===== config.mk =====
export PLATFORM = sky130hd
export DESIGN_NAME = ysyx_22040759_lsu
export DESIGN_NICKNAME = d
export VERILOG_FILES = /design/src/rtl/ysyx_22040759_lsu.sv
export SDC_FILE = /design/constraint.sdc
export NUM_CORES = 1
export LEC_CHECK = 0
export BUFFER_PORTS_ARGS = -buffer_cell sky130_fd_sc_hd__buf_4
export CORE_ASPECT_RATIO = 0.5
export CORE_MARGIN = 2
export CORE_UTILIZATION = 40
export DETAILED_ROUTE_END_ITERATION = 8
export GPL_TIMING_DRIVEN = 0
export PLACE_DENSITY = 0.77
export SLEW_MARGIN = 20
export SYNTH_ARGS = -nofsm -noshare
export SYNTH_HDL_FRONTEND = slang
export SYNTH_SLANG_ARGS = --single-unit

===== constraint.sdc =====
create_clock -name clk -period 4.9 [get_ports clk]
set_clock_uncertainty 0.05 [all_clocks]
set_input_delay 0.98 -clock clk [delete_from_list [all_inputs] [get_ports clk]]
set_output_delay 0.98 -clock clk [all_outputs]
set_load 0.05 [all_outputs]

===== src/rtl/ysyx_22040759_lsu.sv =====
// Load/store unit between the execute stage and the data memory.
// Handles one access at a time: it aligns the request to 8 bytes, places store
// data into its byte lanes, waits for the memory response, then extends load
// data for writeback. Misaligned or illegal accesses never reach memory.
module ysyx_22040759_lsu #(
   parameter int AW = 64,
   parameter int DW = 64
) (
   input  logic          clk,
   input  logic          rst,
   input  logic          in_valid,
   output logic          in_ready,
   input  logic          in_ren,
   input  logic          in_wen,
   input  logic [2:0]    in_func3,
   input  logic [AW-1:0] in_addr,
   input  logic [DW-1:0] in_wdata,
   output logic          mem_req_valid,
   input  logic          mem_req_ready,
   output logic          mem_req_wen,
   output logic [AW-1:0] mem_req_addr,
   output logic [DW-1:0] mem_req_wdata,
   output logic [7:0]    mem_req_wmask,
   input  logic          mem_resp_valid,
   input  logic [DW-1:0] mem_resp_rdata,
   output logic          out_valid,
   input  logic          out_ready,
   output logic [DW-1:0] out_rdata,
   output logic          out_fault
);

   typedef enum logic [1:0] {
      IDLE = 2'd0,
      REQ  = 2'd1,
      WAIT = 2'd2,
      DONE = 2'd3
   } state_t;

   state_t      state_r;
   logic [2:0]  off_r;
   logic [2:0]  func3_r;
   logic        store_r;

   logic        misalign_s;
   logic        illegal_s;
   logic        fault_s;
   logic [7:0]  wmask_s;
   logic [DW-1:0] wdata_s;

   // Byte-lane mask of an access of 1, 2, 4 or 8 bytes, starting at lane 0.
   function automatic logic [7:0] size_mask(input logic [1:0] sz);
      case (sz)
         2'd0:    return 8'h01;
         2'd1:    return 8'h03;
         2'd2:    return 8'h0F;
         default: return 8'hFF;
      endcase
   endfunction

   // Low address bits that must be zero for a naturally aligned access.
   function automatic logic [2:0] align_bits(input logic [1:0] sz);
      case (sz)
         2'd0:    return 3'b000;
         2'd1:    return 3'b001;
         2'd2:    return 3'b011;
         default: return 3'b111;
      endcase
   endfunction

   // Keep only the bytes of store data that belong to the access size.
   function automatic logic [DW-1:0] trunc_data(input logic [1:0] sz,
                                                input logic [DW-1:0] d);
      case (sz)
         2'd0:    return {{(DW-8){1'b0}},  d[7:0]};
         2'd1:    return {{(DW-16){1'b0}}, d[15:0]};
         2'd2:    return {{(DW-32){1'b0}}, d[31:0]};
         default: return d;
      endcase
   endfunction

   // Shift the addressed field down to lane 0 and sign- or zero-extend it.
   function automatic logic [DW-1:0] load_extend(input logic [2:0] f3,
                                                 input logic [2:0] off,
                                                 input logic [DW-1:0] rdata);
      logic [DW-1:0] sh;
      sh = rdata >> {off, 3'b000};
      case (f3)
         3'b000:  return {{(DW-8){sh[7]}},   sh[7:0]};
         3'b001:  return {{(DW-16){sh[15]}}, sh[15:0]};
         3'b010:  return {{(DW-32){sh[31]}}, sh[31:0]};
         3'b011:  return sh;
         3'b100:  return {{(DW-8){1'b0}},    sh[7:0]};
         3'b101:  return {{(DW-16){1'b0}},   sh[15:0]};
         3'b110:  return {{(DW-32){1'b0}},   sh[31:0]};
         default: return {DW{1'b0}};
      endcase
   endfunction

   // Decode fault conditions and build lane-shifted store fields from the raw inputs.
   always_comb begin
      misalign_s = |(in_addr[2:0] & align_bits(in_func3[1:0]));
      if (in_wen) begin
         illegal_s = in_func3[2];
         wmask_s   = size_mask(in_func3[1:0]) << in_addr[2:0];
         wdata_s   = trunc_data(in_func3[1:0], in_wdata) << {in_addr[2:0], 3'b000};
      end else begin
         illegal_s = (in_func3 == 3'b111);
         wmask_s   = 8'h00;
         wdata_s   = {DW{1'b0}};
      end
      fault_s = misalign_s | illegal_s;
   end

   // Access FSM with all handshake and data outputs registered.
   always_ff @(posedge clk) begin
      if (rst) begin
         state_r       <= IDLE;
         off_r         <= 3'b000;
         func3_r       <= 3'b000;
         store_r       <= 1'b0;
         in_ready      <= 1'b1;
         mem_req_valid <= 1'b0;
         mem_req_wen   <= 1'b0;
         mem_req_addr  <= {AW{1'b0}};
         mem_req_wdata <= {DW{1'b0}};
         mem_req_wmask <= 8'h00;
         out_valid     <= 1'b0;
         out_rdata     <= {DW{1'b0}};
         out_fault     <= 1'b0;
      end else begin
         case (state_r)
            IDLE: begin
               if (in_valid) begin
                  in_ready  <= 1'b0;
                  off_r     <= in_addr[2:0];
                  func3_r   <= in_func3;
                  store_r   <= in_wen;
                  out_rdata <= {DW{1'b0}};
                  if (!in_wen && !in_ren) begin
                     out_fault <= 1'b0;
                     out_valid <= 1'b1;
                     state_r   <= DONE;
                  end else if (fault_s) begin
                     out_fault <= 1'b1;
                     out_valid <= 1'b1;
                     state_r   <= DONE;
                  end else begin
                     out_fault     <= 1'b0;
                     mem_req_valid <= 1'b1;
                     mem_req_wen   <= in_wen;
                     mem_req_addr  <= {in_addr[AW-1:3], 3'b000};
                     mem_req_wdata <= wdata_s;
                     mem_req_wmask <= wmask_s;
                     state_r       <= REQ;
                  end
               end
            end
            REQ: begin
               if (mem_req_ready) begin
                  mem_req_valid <= 1'b0;
                  state_r       <= WAIT;
               end
            end
            WAIT: begin
               if (mem_resp_valid) begin
                  out_rdata <= store_r ? {DW{1'b0}}
                                       : load_extend(func3_r, off_r, mem_resp_rdata);
                  out_valid <= 1'b1;
                  state_r   <= DONE;
               end
            end
            DONE: begin
               if (out_ready) begin
                  out_valid <= 1'b0;
                  in_ready  <= 1'b1;
                  state_r   <= IDLE;
               end
            end
            default: begin
               state_r       <= IDLE;
               in_ready      <= 1'b1;
               mem_req_valid <= 1'b0;
               out_valid     <= 1'b0;
            end
         endcase
      end
   end

endmodule


==> impl_summary.md, run 1 <==
Global routing
The largest net degree at the start of global routing is 16. The global route total overflow is 0. The first-pass GRT wire length is 73.7 mm. The total track usage is 0.311. The number of global-route vias before repair is 12,400. The initial antenna violation count is 0.

Floorplan
The floorplan core area is between 20,000 and 30,000 sq um. For this configuration, the core starts out at a cell density of 0.412. Row generation in the floorplan step produced 43 rows. The top-level port count is 408.

The die boundary width is approximately 240 um. The die span in y is 124 um. The die outline area is 30,400 sq um.

CTS
Hold repair after CTS inserted 0 buffers. The clock network latency to the later pin of the worst-skew pair is 0.52 ns. In this run the number of H-tree levels came out at 1.

The clock root buffer is sky130_fd_sc_hd__clkbuf_16. Clock tree synthesis found a total of 211 sinks. The deepest clock path buffer count is 3.

The CTS tree is built. The total setup buffers inserted after CTS is 0. Once the clock tree was built, the resizer swapped 0 gates to a different size. The number of clock buffers added by TritonCTS is 21.

After clock tree synthesis, the clock-pin slew on the worst setup and hold paths is around 0.07 ns.

STA
The maximum clock frequency is roughly 0.32 GHz. The number of endpoints with negative hold slack in the final report came to 0. The smallest setup slack after layout is 1.75 ns.

At the pin with the least slew margin, the transition time is 0.961 ns. The final count of pins violating max slew is 0. The worst path needs 3.15 ns of the cycle, external delays included. The final hold slack is 0.402 ns. The setup total negative slack is 0 ns. In the finished design, the share of the clock period the worst path needs comes to 0.643. Setup repair after global routing left no endpoint under its margin.

The worst slew slack as a fraction of its limit is 0.358. The number of setup violations in the final report is 0.

Pwr
For this design the ratio of total power to cell area is 378 nW/um^2. In this run the static leakage power is 0.00623 uW. The maximum VDD drop is 246 uV.

Synthesis
After synthesis, the netlist uses 63 different library cells. The dominant register cell in the synthesized netlist is sky130_fd_sc_hd__dfxtp_1. Synthesis inferred ~210 register bits.

By area the synthesized netlist is led by sky130_fd_sc_hd__dfxtp_1, sky130_fd_sc_hd__nand2_1, sky130_fd_sc_hd__mux2i_1, sky130_fd_sc_hd__a21oi_1, sky130_fd_sc_hd__a22oi_1. The library cell with the highest instance count after synthesis is sky130_fd_sc_hd__nand2_1. The synthesized netlist occupies a cell area of 11,600 sq um. The average instance in the mapped netlist occupies roughly 8.4 sq um. Of the synthesized area, sequential elements account for 0.365.

In the synthesized netlist, the cells that appear most often are sky130_fd_sc_hd__nand2_1, sky130_fd_sc_hd__dfxtp_1, sky130_fd_sc_hd__a21oi_1. The number of synthesized flops with an enable pin is 0. Of all flip-flops after synthesis, the portion carrying an async set or reset was 0. Of the post-synthesis cell area, the dominant cell type holds 0.365. Summed over all instances, the cell type with the most area after synthesis is sky130_fd_sc_hd__dfxtp_1.

For this run, the number of Yosys warnings is 0. The cell count after synthesis is 1,385.

Layout
The area added between synthesis and finish is 36.4%. The final design utilization is 0.563. Once layout is done, the placed cells without fillers occupy 15,800 sq um.

The final net count is 2,019. The fraction of final layout cells with drive strength greater than 1 is 0.307. The number of antenna diodes in the final layout is 0.

Critical path
The required time of the critical path is between 5 and 6 ns. For the worst setup path, the data arrival time is 3.55 ns. The kind of start point of the critical path is a primary input. Counting cells, the worst reg-to-reg path comes to 10. The worst setup path category is primary input to flip-flop. The worst setup path startpoint is in_func3[0]. In this run the worst path has a maximum fanout of 10.

STA classifies the critical path endpoint as a flip-flop. In this run the critical register-to-register path is launched from state_r[0]$_SDFFE_PP0P_.

Drt
The final antenna-violating net count is 0. The first TritonRoute pass finished after 5 iterations. The post-detailed-routing wire length is 49.1 mm. For this block, the initial DRC count from the detailed router was 1,233. The average detailed-routed wire length per instance is 22.2 um. After detailed routing, the number of vias per cell comes to 5.82. In the routed design, unresolved DRC markers number 0. The detailed router placed 12,900 vias in this run.

Run
Max-cap violations in this run came to 0.

Worst hold path
The cell depth of the worst hold path is 2. The startpoint of the worst hold path is store_r$_SDFFE_PP0P_. The path category of the worst min-delay check is flip-flop to flip-flop.

Placement
After detailed placement, the total cell area comes to 15,100 sq um. The pre-CTS worst setup slack is 1.32 ns. The number of buffers inserted by port buffering is approximately 400.

Detailed placement finished with a half-perimeter wire length of 38.4 mm. The final RePlAce weighted congestion is 0.997.

Status
The run finished with clean final reports.
-- flip-flops by register name (all words and copies together) (netlist names) --
name and cells:
off_r 3, out_rdata 64, mem_req_wdata 64, mem_req_wen 1
mem_req_addr 61, out_valid 1, mem_req_valid 1, func3_r 3
mem_req_wmask 8, in_ready 1, out_fault 1, store_r 1
state_r 2
-- layout make-up --
cell class              count  area, sq um
flip-flops and latches    211         4220
clock buffers              30          639
repair buffers            402         3020
inverters                  15         56.3
fillers                  2681        12300
clock inverters             7         71.3
plain buffers             139          587
multi-input cells        1022         6730
well taps                 382          478
-- final timing paths --
path | to | slack [ns]
worst max-delay path | mem_req_wmask[0]$_SDFFE_PP0P_ | 1.75
worst min-delay path | store_r$_SDFFE_PP0P_ | 0.40
worst max register to register | out_rdata[26]$_SDFFE_PP0P_ | 1.93
worst min register to register | store_r$_SDFFE_PP0P_ | 0.40
-- cell families after synthesis --
kind of cell | Yosys count | share of synthesized area
flops | 211 | 0.365
mux | 134 | 0.138
compound gates | 451 | 0.267
buf+inv | 154 | 0.0555
other cells | 1 | 0.000324
simple gates | 429 | 0.170
xor+xnor | 1 | 0.000756
fa+ha+maj | 4 | 0.00432
-- layer usage --
layer,routed length [um],GRT usage,share of wire
met1,19600,0.394,0.40
met5,0,0,0
met3,4080,0.0659,0.083
met2,23400,0.515,0.48
met4,2090,0.124,0.042
-- worst max-delay path, stage by stage --
cell                       delay (ns)
sky130_fd_sc_hd__buf_4           0.08
sky130_fd_sc_hd__clkbuf_1        0.40
sky130_fd_sc_hd__a21oi_1         0.19
sky130_fd_sc_hd__o22a_1          0.28
sky130_fd_sc_hd__nand3_1         0.39
sky130_fd_sc_hd__buf_2           0.35
sky130_fd_sc_hd__buf_1           0.59
sky130_fd_sc_hd__a21oi_1         0.16
sky130_fd_sc_hd__nor2_1          0.12
-- power by group --
part,leakage [uW],total (uW),switching [uW],internal (uW)
combinational,0.00418,2350,1600,753
clock,0.000344,1700,734,964
sequential,0.00171,1920,83.9,1840
total,0.00623,5970,2420,3560
-- per-stage QoR --
| stage | std cells | total power [uW] |
|---|---|---|
| 3_3_place_gp | 2171 | 4240 |
| 6_report | 2208 | 5970 |
| 5_1_grt | 2208 | 6220 |
| 3_5_place_dp | 2171 | 4260 |
| 4_1_cts | 2208 | 5940 |
| 2_1_floorplan | 1387 | 3470 |
-- placed cells by master (no fill, tap or decap), types with 15 or more instances in the layout --
master                      netlist  layout
sky130_fd_sc_hd__a211oi_1        23      23
sky130_fd_sc_hd__a21boi_0        24      24
sky130_fd_sc_hd__a21oi_1        141     141
sky130_fd_sc_hd__a221oi_2        23      23
sky130_fd_sc_hd__a22oi_1         80      80
sky130_fd_sc_hd__a32oi_1         20      20
sky130_fd_sc_hd__buf_1           15      15
sky130_fd_sc_hd__buf_2           22      22
sky130_fd_sc_hd__buf_4            4     406
sky130_fd_sc_hd__clkbuf_1        95      96
sky130_fd_sc_hd__clkbuf_16        0      21
sky130_fd_sc_hd__dfxtp_1        211     211
sky130_fd_sc_hd__inv_1           15      15
sky130_fd_sc_hd__mux2_2          41      41
sky130_fd_sc_hd__mux2i_1         77      77
sky130_fd_sc_hd__mux4_2          16      16
sky130_fd_sc_hd__nand2_1        239     239
sky130_fd_sc_hd__nand2b_1        15      15
sky130_fd_sc_hd__nand3_1         30      30
sky130_fd_sc_hd__nor2_1          68      68
sky130_fd_sc_hd__nor2b_1         15      15
sky130_fd_sc_hd__o21ai_0         65      65
sky130_fd_sc_hd__o22ai_1         16      16
No activity file was read; power rests on OpenSTA's default activity.
==> run 2, diff against run 1 <==
Clock period 4.9 ns to 2.97 ns, I/O delays scaled along.
==> run 2 against run 1 <==
Via count is 0.26% lower. Register-to-register slack worse by 1.8 ns. Hold slack worse by 0.13 ns. First-iteration DRC count is 3.5% lower. Global-route usage stayed put. Sequential power is 65% higher. Critical path depth stayed put. Utilization hardly changed. Die area stayed put. Sequential share of layout area hardly changed. Cell area hardly changed. Combinational power is 66% higher. Critical path type is now flip-flop to flip-flop. Highest routed layer unchanged.
==> impl_summary.md, run 2 (synthesis gave the netlist of run 1 again) <==
Floorplan
The die boundary width came to 245 um (unchanged). The die span in y is 124 um (unchanged). The starting density of the core is 0.412 (unchanged). The number of cell rows is 43 (unchanged). The top-level port count is 408 (unchanged). The die outline area is 30,400 sq um (unchanged). The floorplan core area is 28,100 sq um (unchanged).

Global routing
The largest net degree at the start of global routing was 16 (unchanged). The initial antenna violation count came to 0 (unchanged). The number of global-route vias before repair came to 12,400 (unchanged).

The first-pass GRT wire length was 73.7 mm (unchanged). The global route total overflow is 0 (unchanged). The total track usage was 0.311 (unchanged).

Drt
The post-detailed-routing wire length is 49.0 mm (-0.18%). The number of optimization iterations in the first detailed-route pass is 6 (+1). The average detailed-routed wire length per instance is 22.2 um (-0.18%). The detailed router's first-iteration violation count was 1,190 (-3.5%). The per-cell via count in the routed design is 5.81 (-0.26%). The final antenna-violating net count is 0 (unchanged). The via count came to 12,800 (-0.26%). The remaining design rule violation count is 0 (unchanged).

Critical path
The worst-path maximum fanout was 10 (unchanged). The required time of the critical path is 3.34 ns (-1.95 ns). The worst setup path startpoint is state_r[0]$_SDFFE_PP0P_. The kind of capture point of the worst setup path is a flip-flop.

The longest individual stage delay on the worst path is 0.49 ns (-0.10 ns). In this run the critical register-to-register path is launched from state_r[0]$_SDFFE_PP0P_. Traced cell by cell, the critical path runs through inv_1 -> ha_1 -> buf_2 -> or2_2 -> nand3_1 -> clkbuf_1 -> clkbuf_1 -> a22oi_1 -> a211oi_1. The endpoint of the lowest-slack register-to-register path is out_rdata[39]$_SDFFE_PP0P_. The logic depth of the worst register-to-register path came to 9 (-1). The kind of start point of the critical path is a flip-flop.

The data arrival at the endpoint of the critical path is 3.24 ns (-0.31 ns). The worst setup path category is flip-flop to flip-flop. The cell repeated most along the worst path is sky130_fd_sc_hd__clkbuf_1. The slowest stage of the critical path belongs to the cell sky130_fd_sc_hd__clkbuf_1. The termination of the worst setup path is out_rdata[39]$_SDFFE_PP0P_. The register-to-register setup slack is 0.11 ns (-1.82 ns).

Pwr
The share of power burned in the clock network is 0.284 (about the same). The total power per unit cell area came to 624 nW/um^2 (+65%). The overall power after layout came to 9860 uW (+65%). The switching power total is 3990 uW (+65%). The proportion of power drawn by combinational gates is 0.394 (about the same). The switching portion of total power was 0.404 (about the same). The maximum VDD drop is 408 uV (+66%). The internal power of the cells is 5870 uW (+65%). The static power due to leakage is 0.00624 uW (+0.16%). The part of the total power dissipated in sequential elements is 0.322 (about the same).

Layout
The library cells used most frequently in the layout, excluding fill and tap cells, are sky130_fd_sc_hd__buf_4, sky130_fd_sc_hd__nand2_1, sky130_fd_sc_hd__dfxtp_1. The area added between synthesis and finish is 36.5% (about the same). The fraction of final layout cells with drive strength greater than 1 is 0.310 (+0.00274). The total non-filler cell area in the finished layout is 15,800 sq um (about the same).

The area used by sequential logic in the layout is 4220 sq um (unchanged). The antenna diode instance count is 0 (unchanged). The most common library cell in the layout ignoring fill and taps is sky130_fd_sc_hd__buf_4. The final net count was 2,019 (unchanged). The total of fill cells in the finished design is 2,677 (-0.15%). The largest registers in the layout are mem_req_wdata (64), out_rdata (64), mem_req_addr (61). The area occupied by multi-input gates was 6740 sq um (+0.11%).

Placement
The final RePlAce weighted congestion came to 0.997 (unchanged). The number of buffers inserted by port buffering is 402 (unchanged). The total cell area at the placement stage is 15,100 sq um (unchanged).

The placed wire-length estimate came to 38.4 mm (unchanged).

CTS
The clock-pin slew on the worst setup and hold paths is 0.07 ns (about the same). The TritonCTS sink count is 211 (unchanged). CTS placed an instance of sky130_fd_sc_hd__clkbuf_16 at the clock tree root.

The number of CTS-inserted buffers is 21 (unchanged). The H-tree depth reported by CTS is 1 (unchanged). The total setup buffers inserted after CTS is 0 (unchanged). The clock network latency to the later pin of the worst-skew pair is 0.52 ns (about the same). The deepest clock path buffer count is 3 (unchanged). TritonCTS built the clock tree.

Run
The max-capacitance violation count is 0 (unchanged).

STA
The final count of pins violating max slew is 0 (unchanged). Of the available clock period, the critical path in the final layout requires 0.964. The number of endpoints with negative hold slack in the final report was 0 (unchanged).

The number of setup violations in the final report is 0 (unchanged). Derived from the worst setup path, the maximum achievable clock frequency is about 0.35 GHz. The final hold slack is 0.269 ns (-0.133 ns).

Setup repair after global routing could not meet its margin everywhere. The clock period could shrink to approximately 2.9 ns. The slew at the pin with the worst max-slew slack was 0.956 ns (-0.00483 ns). The worst slew slack as a fraction of its limit came to 0.361 (+0.00323).

Worst hold path
The cell depth of the worst hold path is 3 (+1). The startpoint of the worst hold path is in_addr[27]. The worst hold path belongs to the class primary input to flip-flop.

Status
The run finished with clean final reports.
==> run 2: cell count changes in the layout (fill, tap and decap cells not counted) <==
cell,change
sky130_fd_sc_hd__clkbuf_1,-4
sky130_fd_sc_hd__clkbuf_2,+3
sky130_fd_sc_hd__buf_1,+1
sky130_fd_sc_hd__nand3_1,-1
sky130_fd_sc_hd__nand3_2,+1
sky130_fd_sc_hd__nor2_1,-1
sky130_fd_sc_hd__nor2_2,+1
==> run 2: power by group through the flow <==
stage,Sequential [uW],Clock [uW],Combinational [uW]
2_1_floorplan,3810,0,1920
3_3_place_gp,3230,0,3760
3_5_place_dp,3230,0,3800
4_1_cts,3170,2820,3810
5_1_grt,3190,2950,4130
6_report,3170,2800,3890
==> run 2: timing repair <==
| action | in CTS | in global routing |
|---|---|---|
| endpoints found under the setup margin | 0 | 43 |
| hold buffers | 0 | 0 |
| resized for setup | 0 | 9 |
==> run 2: layout make-up <==
type | instances | share of cell area
multi-input combinational | 1022 | 0.426
sequential | 211 | 0.267
timing repair buffer | 402 | 0.191
clock buffer | 30 | 0.0404
buffer | 139 | 0.0373
tap | 382 | 0.0302
clock inverter | 7 | 0.00451
inverter | 15 | 0.00356
==> run 2: worst min path at each step <==
stage | to | slack [ns]
5_1_grt | mem_req_addr[50]$_SDFFE_PP0P_ | 0.27
3_5_place_dp | store_r$_SDFFE_PP0P_ | 0.39
2_1_floorplan | store_r$_SDFFE_PP0P_ | 0.38
3_3_place_gp | mem_req_wdata[58]$_SDFFE_PP0P_ | 0.39
6_report | mem_req_addr[27]$_SDFFE_PP0P_ | 0.27
4_1_cts | mem_req_addr[38]$_SDFFE_PP0P_ | 0.26
==> run 2: per-stage QoR <==
stage,setup WS (ns),TNS (ns),cells,utilization
global route,-0.0854,-0.435,2208,0.563
detailed placement,-0.226,-3.28,2171,0.537
CTS,0.0952,0,2208,0.563
global placement,-0.213,-2.81,2171,0.537
finish,0.107,0,2208,0.563
floorplan,0.645,0,1387,-
==> run 2: worst max-delay path, delay by kind of cell, from the launching register on <==
kind                     cells  cell delay [ns]
adder cells (fa/ha/maj)      1             0.19
buffers and inverters        4             1.16
AND/OR/NAND/NOR              2             0.49
flip-flops                   1             0.39
AO/OA/AOI/OAI                2             0.49
==> run 2: per-layer routing <==
layer | wire, um | vias up | track usage
met3 | 4060 | 129 | 0.0659
met1 | 19600 | 6189 | 0.394
met4 | 2100 | 0 | 0.124
met2 | 23300 | 590 | 0.515
li1 | - | 5918 | -
met5 | 0 | - | 0
